$ cat src/rtl/tick_pwm_gen.sv
// tick_pwm_gen: PWM generator timed by a divider's single-cycle tick pulse.
// Period and duty arrive through a valid/ready port and are staged in a shadow
// register. They take effect only on a period boundary, so the output never
// shows a truncated or stretched cycle.
//
//   state    | meaning
//   ---------+-------------------------------------------------------------
//   ST_IDLE  | stopped; counter parked at 0; a pending config loads at once
//   ST_RUN   | enable high; counting ticks and driving the waveform
//   ST_DRAIN | enable dropped; finishing the current period, then stopping
module tick_pwm_gen #(
    parameter int W = 8
) (
    input  logic         clk,
    input  logic         rst,
    input  logic         tick_in,
    input  logic         enable,
    input  logic         cfg_valid,
    input  logic [W-1:0] cfg_period,
    input  logic [W-1:0] cfg_duty,
    output logic         cfg_ready,
    output logic         pwm_out,
    output logic         period_done,
    output logic         busy
);

    localparam logic [1:0] ST_IDLE  = 2'd0;
    localparam logic [1:0] ST_RUN   = 2'd1;
    localparam logic [1:0] ST_DRAIN = 2'd2;

    logic [1:0]   r_state;
    logic [W-1:0] r_cnt;
    logic [W-1:0] r_period_act;
    logic [W-1:0] r_duty_act;
    logic [W-1:0] r_shadow_period;
    logic [W-1:0] r_shadow_duty;
    logic         r_pending;
    logic         r_pwm;
    logic         r_period_done;

    logic         w_cfg_accept;
    logic         w_at_end;
    logic         w_wrap;
    logic         w_load;
    logic [W-1:0] w_cnt_step;
    logic [1:0]   w_state_next;
    logic [W-1:0] w_cnt_next;
    logic [W-1:0] w_period_next;
    logic [W-1:0] w_duty_next;
    logic         w_pwm_next;

    assign cfg_ready   = !r_pending;
    assign busy        = (r_state != ST_IDLE);
    assign pwm_out     = r_pwm;
    assign period_done = r_period_done;

    // Wrap detection, shadow load decision and the counter's tick-advanced value.
    always_comb begin
        w_cfg_accept = cfg_valid && !r_pending;
        w_at_end     = (r_cnt == r_period_act);
        w_wrap       = (r_state != ST_IDLE) && tick_in && w_at_end;
        // In IDLE there is no waveform to protect, so a pending config loads immediately.
        w_load       = r_pending && ((r_state == ST_IDLE) || w_wrap);
        if (!tick_in) begin
            w_cnt_step = r_cnt;
        end else if (w_at_end) begin
            w_cnt_step = '0;
        end else begin
            w_cnt_step = r_cnt + W'(1);
        end
        w_period_next = w_load ? r_shadow_period : r_period_act;
        w_duty_next   = w_load ? r_shadow_duty   : r_duty_act;
    end

    // Next-state and next-count selection for the run/drain sequencer.
    always_comb begin
        w_state_next = r_state;
        w_cnt_next   = r_cnt;
        case (r_state)
            ST_IDLE: begin
                // A tick coinciding with the start request is deliberately dropped.
                w_cnt_next = '0;
                if (enable) begin
                    w_state_next = ST_RUN;
                end
            end
            ST_RUN: begin
                w_cnt_next = w_cnt_step;
                if (!enable) begin
                    w_state_next = ST_DRAIN;
                end
            end
            ST_DRAIN: begin
                w_cnt_next = w_cnt_step;
                if (enable) begin
                    w_state_next = ST_RUN;
                end else if (w_wrap) begin
                    w_state_next = ST_IDLE;
                    w_cnt_next   = '0;
                end
            end
            default: begin
                w_state_next = ST_IDLE;
                w_cnt_next   = '0;
            end
        endcase
    end

    // Output level is computed from the post-update count so it lines up with r_cnt.
    always_comb begin
        w_pwm_next = (w_state_next != ST_IDLE) && (w_cnt_next < w_duty_next);
    end

    // Sequencer, counter and active settings.
    always_ff @(posedge clk) begin
        if (rst) begin
            r_state      <= ST_IDLE;
            r_cnt        <= '0;
            r_period_act <= '0;
            r_duty_act   <= '0;
        end else begin
            r_state      <= w_state_next;
            r_cnt        <= w_cnt_next;
            r_period_act <= w_period_next;
            r_duty_act   <= w_duty_next;
        end
    end

    // Shadow capture; a new offer is refused until the previous one has loaded.
    always_ff @(posedge clk) begin
        if (rst) begin
            r_shadow_period <= '0;
            r_shadow_duty   <= '0;
            r_pending       <= 1'b0;
        end else begin
            if (w_cfg_accept) begin
                r_shadow_period <= cfg_period;
                r_shadow_duty   <= cfg_duty;
                r_pending       <= 1'b1;
            end else if (w_load) begin
                r_pending       <= 1'b0;
            end
        end
    end

    // Registered outputs: waveform level and the end-of-period strobe.
    always_ff @(posedge clk) begin
        if (rst) begin
            r_pwm         <= 1'b0;
            r_period_done <= 1'b0;
        end else begin
            r_pwm         <= w_pwm_next;
            r_period_done <= w_wrap;
        end
    end

endmodule

$ cat config.mk
export PLATFORM = sky130hd
export DESIGN_NAME = tick_pwm_gen
export DESIGN_NICKNAME = d
export VERILOG_FILES = /design/src/rtl/tick_pwm_gen.sv
export SDC_FILE = /design/constraint.sdc
export NUM_CORES = 1
export LEC_CHECK = 0
export ABC_AREA = 1
export CORE_ASPECT_RATIO = 1.5
export CORE_MARGIN = 3
export CORE_UTILIZATION = 40
export CTS_CLUSTER_SIZE = 40
export DETAILED_ROUTE_END_ITERATION = 10
export HOLD_SLACK_MARGIN = 0.03
export PLACE_DENSITY = 0.61
export SETUP_SLACK_MARGIN = 0.1
export SLEW_MARGIN = 20
export SYNTH_ARGS = -nofsm -noshare
export SYNTH_HDL_FRONTEND = slang
export SYNTH_SLANG_ARGS = --single-unit
$ cat constraint.sdc
create_clock -name clk -period 3.1 [get_ports clk]
set_clock_uncertainty 0.05 [all_clocks]
set_input_delay 0.93 -clock clk [delete_from_list [all_inputs] [get_ports clk]]
set_output_delay 0.93 -clock clk [all_outputs]
set_load 0.02 [all_outputs]
# After elaboration in Yosys (flattened, before gate mapping)
# Cells that the tools add are included.
[totals]
regBits = 45
elab_cells = 38
out_inout_bits = 4
input_bits = 21
[op_classes]
muxes = 13
n_lt_le_gt_ge = 1
reduce_logical = 11
add_sub_neg = 1
eq_ne = 3
[ops]
columns = ["cell", "count"]
rows = [
  ["two-way mux 8 bit", 5],
  ["one-hot mux 8 bit (2 select lines)", 1],
  ["adder 8 x 1 -> 8 bit, second input constant", 1],
  ["equality test 8 bit", 1],
  ["less-than comparator 8 bit", 1],
  ["two-way mux 2 bit", 4],
  ["one-hot mux 2 bit (3 select lines)", 1],
  ["nonzero test 2 bit", 3],
  ["logical AND 1 bit", 5],
  ["equality test 2 x 1 -> 1 bit, second input constant", 1],
  ["equality test 2 bit, second input constant", 1],
  ["zero test 2 bit", 1],
  ["two-way mux 1 bit", 2],
  ["zero test 1 bit", 1],
  ["logical OR 1 bit", 1],
]

# Longest topological paths before layout
# Gate-level depths: netlist of the first run.
[logic_depth]
ltp_word = 8
mapped_depth = 17

# Least setup slack after synthesis of the first run
# Ideal clock, no wire load.
[synth_timing]
path_kind = "input -> register"
start = "input tick_in"
end = "register r_pwm, in the netlist pwm_out"
setup_slack_ps = 191
setup_time_ps = 66
t_arrival_ps = 2793
stages = 12
path_buffers = 1
path_cell_list = "clkbuf_2 nand2_1 nor3_1 nand4_1 nor3b_1 nor3_1 ha_1 nand2_1 nor2_1 a2111oi_0 nand3_1 a21oi_2"
[synth_between]
elab_chain_len = 7
elab_cells_between_ends = 15
cone_classes = "order compare (1); mux (8); reduce/logical (6)"
[synth_lines]
columns = ["item", "line_no", "source"]
rows = [
  ["start, declared", "16", "input logic tick_in,"],
  ["logical AND 1 bit (2 in series)", "61", "w_wrap = (r_state != ST_IDLE) && tick_in && w_at_end;"],
  ["two-way mux 8 bit", "97", "end else if (w_wrap) begin"],
  ["two-way mux 8 bit", "95", "if (enable) begin"],
  ["one-hot mux 8 bit (2 select lines) *", "79", "case (r_state)"],
  ["via w_cnt_next[7]", "47", "logic [W-1:0] w_cnt_next;"],
  ["less-than comparator 8 bit *", "111", "w_pwm_next = (w_state_next != ST_IDLE) && (w_cnt_next < w_duty_next);"],
  ["logical AND 1 bit *", "111", ""],
  ["end signal, assigned", "152", "r_pwm <= w_pwm_next;"],
  ["end, declared", "38", "logic r_pwm;"],
]
# The timed path passes the listed nets; every way through them passes the cells marked *.
# A chain may end at the register's enable or synchronous reset.

# Final worst setup path of the first run
[layout_timing]
start = "register r_state[0]"
end = "output busy"
[layout_between]
elab_chain_len = 1
[layout_lines]
columns = ["item", "line_no", "source"]
rows = [
  ["start, declared", "31", "logic [1:0] r_state;"],
  ["start signal, assigned", "122", "r_state <= w_state_next;"],
  ["nonzero test 2 bit", "53", "assign busy = (r_state != ST_IDLE);"],
  ["end, declared", "24", "output logic busy"],
]
# No other way between the ends.

==> results by group, run 1 <==
Critical path
  – Data required time at the worst endpoint: between 2 and 2.5 ns
  – Setup crit end kind: output pin
  – CP arrival: between 1.5 and 2 ns
  – Crit path from: r_state[0]
  – Reg-to-reg startpoint: r_cnt[0]
  – Crit path kind: flip-flop to output pin
  – Critical path's most frequent cell: inv_1
  – Crit path capture: busy
  – Crit-path leading delay family: buffers and inverters
  – CP cell instances: inv_1, ha_1, inv_1, clkdlybuf4s50_1
  – Crit path max fanout: 5
  – Worst r2r path cells: 13
  – Delay of the slowest critical-path stage: ~0.61 ns
  – Cell count along the critical path: 4
  – Critical path launch point type: flip-flop
  – Buf/Inv on CP: 3
  – FF-to-FF setup slack: between 0.7 and 0.8 ns
  – CP max-delay cell: clkdlybuf4s50_1
  – R2r endpoint: pwm_out

Yosys
  – Synth async-reset ratio: 0%
  – Synth cell types: 32
  – Compound-Gate Fraction of Synth Area: a little over a tenth
  – Syn nets: between 300 and 400
  – Synth area leader: dfxtp_1
  – Synth warnings: 0
  – Top-area cell type share of the netlist area: a little over two fifths
  – Post-synth top cells: nand2_1 (68), dfxtp_1 (45), nor2_1 (34)
  – Synth top area cells: dfxtp_1 (43%), nand2_1 (12%), ha_1 (7.1%)
  – Seq/Total Area, Yosys: between 40% and 50%
  – Simple-Gate Fraction of Synth Area: between 20% and 30%
  – Seq cells post-synth: 45
  – Post-synth EDFFs: 0
  – Syn avg cell area: between 7 and 8 µm²
  – Largest family of logic cells by synthesized area: simple AND/OR/NAND/NOR gates
  – Synthesized instance count: between 200 and 300
  – Multiplexer share of the synthesized area: 4.20%
  – Top-count cell post-synth: nand2_1
  – Post-synthesis adder-cell area fraction: under 10%
  – Primary FF master, synth: dfxtp_1
  – Post-Syn Area: roughly 2100 µm²
  – Xor-xnor portion of the synthesized cell area: around 2.5%

Final layout
  – Fillers: slightly above 500
  – Share of cells above drive strength 1: 14.7%
  – Post-layout util: between 50 and 60%
  – Diode count: 0
  – Area delta synth->final: 28.3%
  – Final std cell area, no fill: between 2000 and 3000 µm²
  – Final nets: 351
  – Layout Cells excl Fill: ~390

Clock network
  – CTS tree: built
  – CTS max path bufs: 2
  – Clk sinks: 45
  – H-tree level count: 2
  – Hold-fix buffers at CTS: 0
  – Num CTS Buffers: 5
  – CTS clk-pin slew, worst paths: ~0.090 ns
  – Latest clock arrival within the worst-skew pair: roughly 0.30 ns
  – CTS Root Cell: clkbuf_8

Timing
  – Hold Worst Slack: slightly above 0.4 ns
  – Rel. slew slack: 69.0%
  – F_max: roughly 360 MHz
  – Fin. max-slew vios: 0
  – Setup TNS: 0 ns
  – Setup ws final: roughly 0.35 ns
  – Period utilisation layout: roughly nine tenths
  – Final setup viols: 0
  – RSZ-0062 raised after global routing: false
  – Final critical-path required period: roughly 2.8 ns
  – Fin. Hold Viols: 0
  – Slew @ Worst Pin: 0.461 ns

Die
  – Die ar.: 6220 µm²
  – Chip height: between 90 and 100 µm
  – Die Width: approximately 65 µm
  – # rows: 31
  – Core box area: approximately 5000 µm²
  – Initial Util: about 43%
  – IO Pins: 25

Route
  – DR pass1 iterations: 4
  – WL/cell: roughly 12 µm
  – Vias/cell: 4.83
  – Via count: around 1900
  – DRT antenna net count: 0
  – DRT iter0 DRCs: between 70 and 80
  – DRC: 0
  – Final wirelength: approximately 4700 µm

Global route
  – Largest net degree at the start of global routing: 29
  – Gr usage total: between 10% and 20%
  – Antenna violations before repair: 0
  – Vias in the first global route: about 1800
  – First-pass GRT wire length: between 8000 and 9000 µm
  – Overflow after GRT: 0

Power
  – Leakage: 1.12 nW
  – Power Dens Cells: roughly 500 nW/µm²
  – Total power: between 1 and 1.5 mW
  – Worst vdd ir: ~380 µV

Placement
  – GPL Wtd Cong: 0.802
  – DP HPWL: ~3300 µm
  – Post-Place Worst Slack: -0.344 ns
  – DP Cell Count: between 300 and 400
  – Placed cell area: roughly 2500 µm²
  – Port bufs: 24

Run
  – Max-capacitance violation count: 0

Min path
  – HP Class: flip-flop to flip-flop

Status
  – Status: complete, no violations
-- cell usage in the layout, fill, tap and decap left out, types with 2 or more instances in the layout --
cell and count:
inv_1 28, nor3_2 2, nand2_1 68, nor4_1 2
xor2_1 5, a21oi_1 21, ha_1 11, nand4_1 3
buf_4 20, dfxtp_1 45, clkbuf_8 6, nor2_1 34
a211oi_1 8, mux2i_2 6, clkdlybuf4s50_1 23, nor3_1 7
nand3_1 6, nand2_2 2, o21ai_0 5
-- layer usage --
layer / vias up / GRT usage [%] / part of all wire, %
met4: 0 / 7.09 / 2.5
met3: 9 / 2.83 / 3.0
met1: 842 / 19.4 / 44
met2: 33 / 30.0 / 50
met5: - / 0 / 0
li1: 976 / - / -
-- worst register-to-register path: cells and delay by family, from the launching register on --
family	cells	cell delay [ns]
and+or+nand+nor	9	1.13
DFF	1	0.46
AOI/OAI and AO/OA	2	0.30
adders and majority gates	1	0.26
buffers and inverters	1	0.14
-- worst min path at each step --
stage                       startpoint                 end  cells after the start
floorplan           r_shadow_period[4]     r_period_act[4]                      2
CTS                 r_shadow_period[7]  r_shadow_period[7]                      2
global placement    r_shadow_period[4]     r_period_act[4]                      2
global route        r_shadow_period[3]  r_shadow_period[3]                      2
finish              r_shadow_period[7]  r_shadow_period[7]                      2
detailed placement  r_shadow_period[7]  r_shadow_period[7]                      2
-- flip-flops by register name (all words and copies together), names as in the netlist --
register / cells
r_duty_act: 8
r_shadow_duty: 8
r_pending: 1
r_shadow_period: 8
r_state: 2
period_done: 1
pwm_out: 1
r_cnt: 8
r_period_act: 8
-- cell families after synthesis --
logic type / Yosys count
AO/OA/AOI/OAI: 38
flip-flops: 45
multiplexers: 7
buffers and inverters: 41
XOR/XNOR: 6
adder cells (fa/ha/maj): 12
AND/OR/NAND/NOR: 128
-- what timing repair did --
item                                    in CTS  in global routing
buffers inserted                             2                  3
endpoints found under the setup margin       1                  1
resized for setup                            6                  5
hold endpoints to repair                     0                  0
pin swaps                                    4                  7
-- cell type report --
class | instances | area (µm²) | area share, %
multi-input combinational | 191 | 1100 | 40.5
sequential | 45 | 901 | 33.2
timing repair buffer | 45 | 404 | 14.9
inverter | 30 | 113 | 4.15
clock buffer | 7 | 86.3 | 3.18
tap | 66 | 82.6 | 3.04
clock inverter | 1 | 30.0 | 1.11
-- power breakdown --
part	switching, mW	leakage, nW	internal [mW]
Sequential	0.0211	0.367	0.612
Combinational	0.135	0.690	0.115
Clock	0.199	0.0585	0.263
No activity file was read; power rests on OpenSTA's default activity.
==> inputs of run 2 (changes only) <==
--- a/config.mk
+++ b/config.mk
@@ -7,7 +7,7 @@
 export LEC_CHECK = 0
 export ABC_AREA = 1
 export CORE_ASPECT_RATIO = 1.5
-export CORE_MARGIN = 3
+export CORE_MARGIN = 2
 export CORE_UTILIZATION = 40
 export CTS_CLUSTER_SIZE = 40
 export DETAILED_ROUTE_END_ITERATION = 10
==> run 2 against run 1 <==
Sequential power barely moved. First-iteration DRC count fell by 51%. Wire length shrank 5.1%. Design area fell by 1.2%. Worst hold slack improved by 0.0025 ns. Clock-buffer cell count unchanged. Register-to-register slack about the same. Non-clock buffer count fell by 1. Fmax hardly changed. Critical path depth unchanged. Combinational power decreased by 2%. Total power decreased by 4.9%.
==> results by group, run 2 (same netlist as run 1, synthesis figures left out) <==
Status
  – Status: complete, no violations

Route
  – Via count: about 1800
  – DRT iter0 DRCs: 36
  – DRT antenna net count: 0
  – Vias/cell: 4.71
  – WL/cell: approximately 12 µm
  – DRC: 0
  – DR pass1 iterations: 4
  – Final wirelength: ~4500 µm

Critical path
  – Critical path launch point type: flip-flop
  – CP arrival: about 1.8 ns
  – Data required time at the worst endpoint: ~2.1 ns
  – Crit path kind: flip-flop to output pin
  – Cell count along the critical path: 4
  – Setup crit end kind: output pin
  – Worst r2r path cells: 12
  – CP max-delay cell: clkdlybuf4s50_1
  – CP cell instances: inv_1, ha_1, inv_1, clkdlybuf4s50_1
  – Crit-path leading delay family: buffers and inverters
  – Crit path max fanout: 5
  – Critical path's most frequent cell: inv_1
  – Buf/Inv on CP: 3
  – Delay of the slowest critical-path stage: ~0.6 ns

Final layout
  – Commonest non-fill, non-tap cell in the layout: nand2_1
  – Post-layout util: between 50% and 60%
  – Most frequent cells in the layout: nand2_1 (68), dfxtp_1 (45), nor2_1 (34), inv_1 (28), clkdlybuf4s50_1 (23)
  – Fillers: 541
  – Share of cells above drive strength 1: between 10% and 20%
  – Area of the multi-input gates: approximately 1100 µm²
  – Diode count: 0
  – Final nets: 350
  – FF+latch area: approximately 900 µm²
  – Area delta synth->final: 26.7%

Die
  – Initial Util: between 40% and 50%
  – IO Pins: 25
  – Die ar.: slightly below 6000 µm²
  – # rows: 32
  – Core box area: between 5000 and 6000 µm²
  – Chip height: roughly 93 µm
  – Die Width: ~63 µm

Global route
  – Antenna violations before repair: 0
  – First-pass GRT wire length: slightly below 8000 µm
  – Gr usage total: 16.9%
  – Vias in the first global route: 1769
  – Overflow after GRT: 0
  – Largest net degree at the start of global routing: 31

Power
  – NetSw: roughly 0.35 mW
  – Int Power: a little over 0.9 mW
  – Combinational Power Share: a little under a fifth
  – Power Dens Cells: about 480 nW/µm²
  – Switch share: between 20 and 30%
  – Total power: approximately 1.3 mW
  – Clock Power Share: between 30% and 40%
  – Worst vdd ir: approximately 230 µV
  – Sequential power share: around half
  – Leakage: ~1.1 nW

Timing
  – Fin. max-slew vios: 0
  – Period utilisation layout: ~90%
  – Rel. slew slack: between 60% and 70%
  – Slew @ Worst Pin: roughly 0.46 ns
  – RSZ-0062 raised after global routing: false
  – Final setup viols: 0
  – Fin. Hold Viols: 0
  – F_max: roughly 360 MHz
  – Final critical-path required period: roughly 2.8 ns

Clock network
  – Clk sinks: 45
  – Hold-fix buffers at CTS: 0
  – CTS clk-pin slew, worst paths: approximately 0.080 ns
  – H-tree level count: 2
  – CTS Root Cell: clkbuf_8
  – CTS max path bufs: 2
  – Latest clock arrival within the worst-skew pair: roughly 0.3 ns
  – CTS tree: built
  – Num CTS Buffers: 5

Min path
  – Worst Hold Path Cells: 2
  – HP Class: flip-flop to flip-flop

Placement
  – DP HPWL: 3230 µm
  – Port bufs: 24
  – GPL Wtd Cong: 0.808

Run
  – Max-capacitance violation count: 0
-- run 2: metrics by stage --
step           setup TNS (ns)  setup slack [ns]  hold slack, ns  cells  cell area (µm²)
3_3_place_gp           -0.274            -0.274           0.396    375             2520
5_1_grt                     0             0.241           0.428    386             2680
2_1_floorplan               0             0.191           0.389    277             2120
6_report                    0             0.346           0.414    386             2680
3_5_place_dp           -0.373            -0.373           0.402    375             2520
4_1_cts                     0             0.118           0.415    384             2650
-- run 2: layout make-up --
| class | count | share of cell area, % |
|---|---|---|
| clock buffers | 7 | 3.59 |
| well taps | 68 | 3.17 |
| inverters | 30 | 4.20 |
| flip-flops and latches | 45 | 33.6 |
| repair buffers | 44 | 14.6 |
| multi-input cells | 191 | 40.6 |
| clock inverters | 1 | 0.187 |
-- run 2: power by group through the flow --
stage                     clock, mW  sequential, mW  combinational, mW
after global routing          0.429           0.637              0.280
after floorplan                   0           0.644              0.156
final                         0.401           0.633              0.245
after detailed placement          0           0.646              0.241
after CTS                     0.409           0.633              0.246
after global placement            0           0.645              0.239
-- run 2: layer usage --
layer / routed length, µm / GRT usage, % / up-vias
li1: - / - / 976
met4: 126 / 9.24 / 0
met2: 2290 / 29.9 / 24
met5: 0 / 0 / -
met3: 91 / 2.29 / 9
met1: 1970 / 19.4 / 810
-- run 2: tightest hold or removal path: cells and delay by family, from the launching register on --
family	cells	cell delay (ns)
DFF	1	0.31
AOI/OAI and AO/OA	1	0.05
and+or+nand+nor	1	0.06
-- run 2: final timing paths --
check / slack, ns / from / end
worst max-delay path: 0.35 / r_state[0] / busy
worst min-delay path: 0.41 / r_shadow_period[4] / r_period_act[4]
worst max register to register: 0.71 / r_cnt[0] / pwm_out
worst min register to register: 0.41 / r_shadow_period[4] / r_period_act[4]
-- run 2: what timing repair did --
action                                  CTS  global route
pin swaps                                 1             4
buffers inserted                          1             2
endpoints found under the setup margin    1             1
resized for setup                         5             5
==> inputs of run 3 (changes only) <==
--- a/config.mk
+++ b/config.mk
@@ -12,9 +12,8 @@
 export CTS_CLUSTER_SIZE = 40
 export DETAILED_ROUTE_END_ITERATION = 10
 export HOLD_SLACK_MARGIN = 0.03
-export PLACE_DENSITY = 0.61
+export PLACE_DENSITY = 0.63
 export SETUP_SLACK_MARGIN = 0.1
-export SLEW_MARGIN = 20
 export SYNTH_ARGS = -nofsm -noshare
 export SYNTH_HDL_FRONTEND = slang
 export SYNTH_SLANG_ARGS = --single-unit
==> run 3 against run 2 <==
Wire length decreased by 3.2%. Non-clock buffer count down 2. First-iteration DRC count decreased by 25%. Critical path depth did not move. Design area is 1.9% lower.
==> results by group, run 3 (same netlist as run 1, synthesis figures left out) <==
Global route
  – Overflow after GRT: 0
  – Antenna violations before repair: 0
  – Vias in the first global route: roughly 1700
  – Largest net degree at the start of global routing: 21
  – Gr usage total: about 16%
  – First-pass GRT wire length: 7330 µm

Power
  – Power Dens Cells: 465 nW/µm²
  – Leakage: 1.09 nW
  – Worst vdd ir: 322 µV
  – Total power: 1.22 mW

Die
  – Core box area: 5120 µm²
  – # rows: 32
  – Die Width: 63.4 µm
  – Chip height: 93.1 µm
  – Die ar.: ~5900 µm²
  – IO Pins: 25
  – Initial Util: about two fifths

Clock network
  – Clk sinks: 45
  – CTS tree: built
  – CTS clk-pin slew, worst paths: 0.08 ns
  – CTS Root Cell: clkbuf_8
  – H-tree level count: 2
  – Num CTS Buffers: 5
  – Hold-fix buffers at CTS: 0
  – CTS max path bufs: 2
  – Latest clock arrival within the worst-skew pair: around 0.3 ns

Placement
  – DP HPWL: approximately 3300 µm
  – Port bufs: 24
  – GPL Wtd Cong: approximately 0.8
  – Placed cell area: 2520 µm²
  – Post-Place Worst Slack: -0.314 ns
  – DP Cell Count: around 380

Critical path
  – Crit path kind: flip-flop to output pin
  – Crit path from: r_state[0]
  – CP arrival: ~1.8 ns
  – Data required time at the worst endpoint: 2.12 ns
  – Crit path max fanout: 5
  – Setup crit end kind: output pin
  – Reg-to-reg startpoint: r_cnt[0]
  – Critical path launch point type: flip-flop

Timing
  – Hold Worst Slack: 0.412 ns
  – Slew @ Worst Pin: 0.509 ns
  – Final critical-path required period: around 2.7 ns
  – Setup TNS: 0 ns
  – F_max: ~370 MHz
  – Period utilisation layout: 88.0%
  – Fin. max-slew vios: 0
  – RSZ-0062 raised after global routing: false
  – Final setup viols: 0
  – Fin. Hold Viols: 0
  – Rel. slew slack: between 60% and 70%
  – Setup ws final: 0.372 ns

Route
  – DR pass1 iterations: 4
  – WL/cell: between 10 and 15 µm
  – DRC: 0
  – Vias/cell: about 4.7
  – Final wirelength: about 4300 µm
  – DRT antenna net count: 0
  – DRT iter0 DRCs: 27
  – Via count: 1800

Final layout
  – Most frequent cells in the layout: nand2_1 (68), dfxtp_1 (45), nor2_1 (34), inv_1 (28), clkdlybuf4s50_1 (23)
  – Final std cell area, no fill: between 2000 and 3000 µm²
  – Layout Cells excl Fill: approximately 380
  – Commonest non-fill, non-tap cell in the layout: nand2_1
  – Area delta synth->final: 24.3%
  – Share of cells above drive strength 1: 12.7%
  – Post-layout util: a little over 50%
  – Diode count: 0
  – Final nets: between 300 and 400

Run
  – Max-capacitance violation count: 0

Min path
  – Beginning of the worst hold path: r_shadow_period[7]
  – HP Class: flip-flop to flip-flop

Status
  – Status: complete, no violations
[run 3: worst paths after layout]
kind | to | slack, ns | cells after the start
setup / recovery | busy | 0.37 | 4
hold / removal | r_period_act[7] | 0.41 | 2
setup reg to reg | pwm_out | 0.69 | 16
hold reg to reg | r_period_act[7] | 0.41 | 2
[run 3: report_power, final]
group          switching (mW)  leakage [nW]  internal [mW]  total [mW]
sequential             0.0198         0.367          0.612       0.632
clock                   0.190        0.0395          0.160       0.351
combinational           0.129         0.683          0.111       0.240
total                   0.339          1.09          0.884        1.22
[run 3: repair_timing]
action | CTS | global route
buffers inserted | 0 | 1
resized for setup | 5 | 2
pin swaps | 1 | 5
setup endpoints to repair | 1 | 1
cloned | 0 | 0
[run 3: area by class of cell]
type / instances / area, µm²
timing repair buffer: 42 / 378
multi-input combinational: 191 / 1080
tap: 68 / 85.1
inverter: 30 / 113
fill: 549 / 2490
sequential: 45 / 901
clock buffer: 8 / 80.1
[run 3: routing by layer]
metal	GRT usage [%]	part of all wire, %
met5	0	0
met3	3.01	2.2
met4	8.51	3.0
met2	28.2	51
met1	17.6	44
[run 3: worst max-delay path, cell delays in order (launching register included)]
cell and delay [ns]:
dfxtp_1 0.41, inv_1 0.08, ha_1 0.24, inv_1 0.10, clkdlybuf4s50_1 0.61
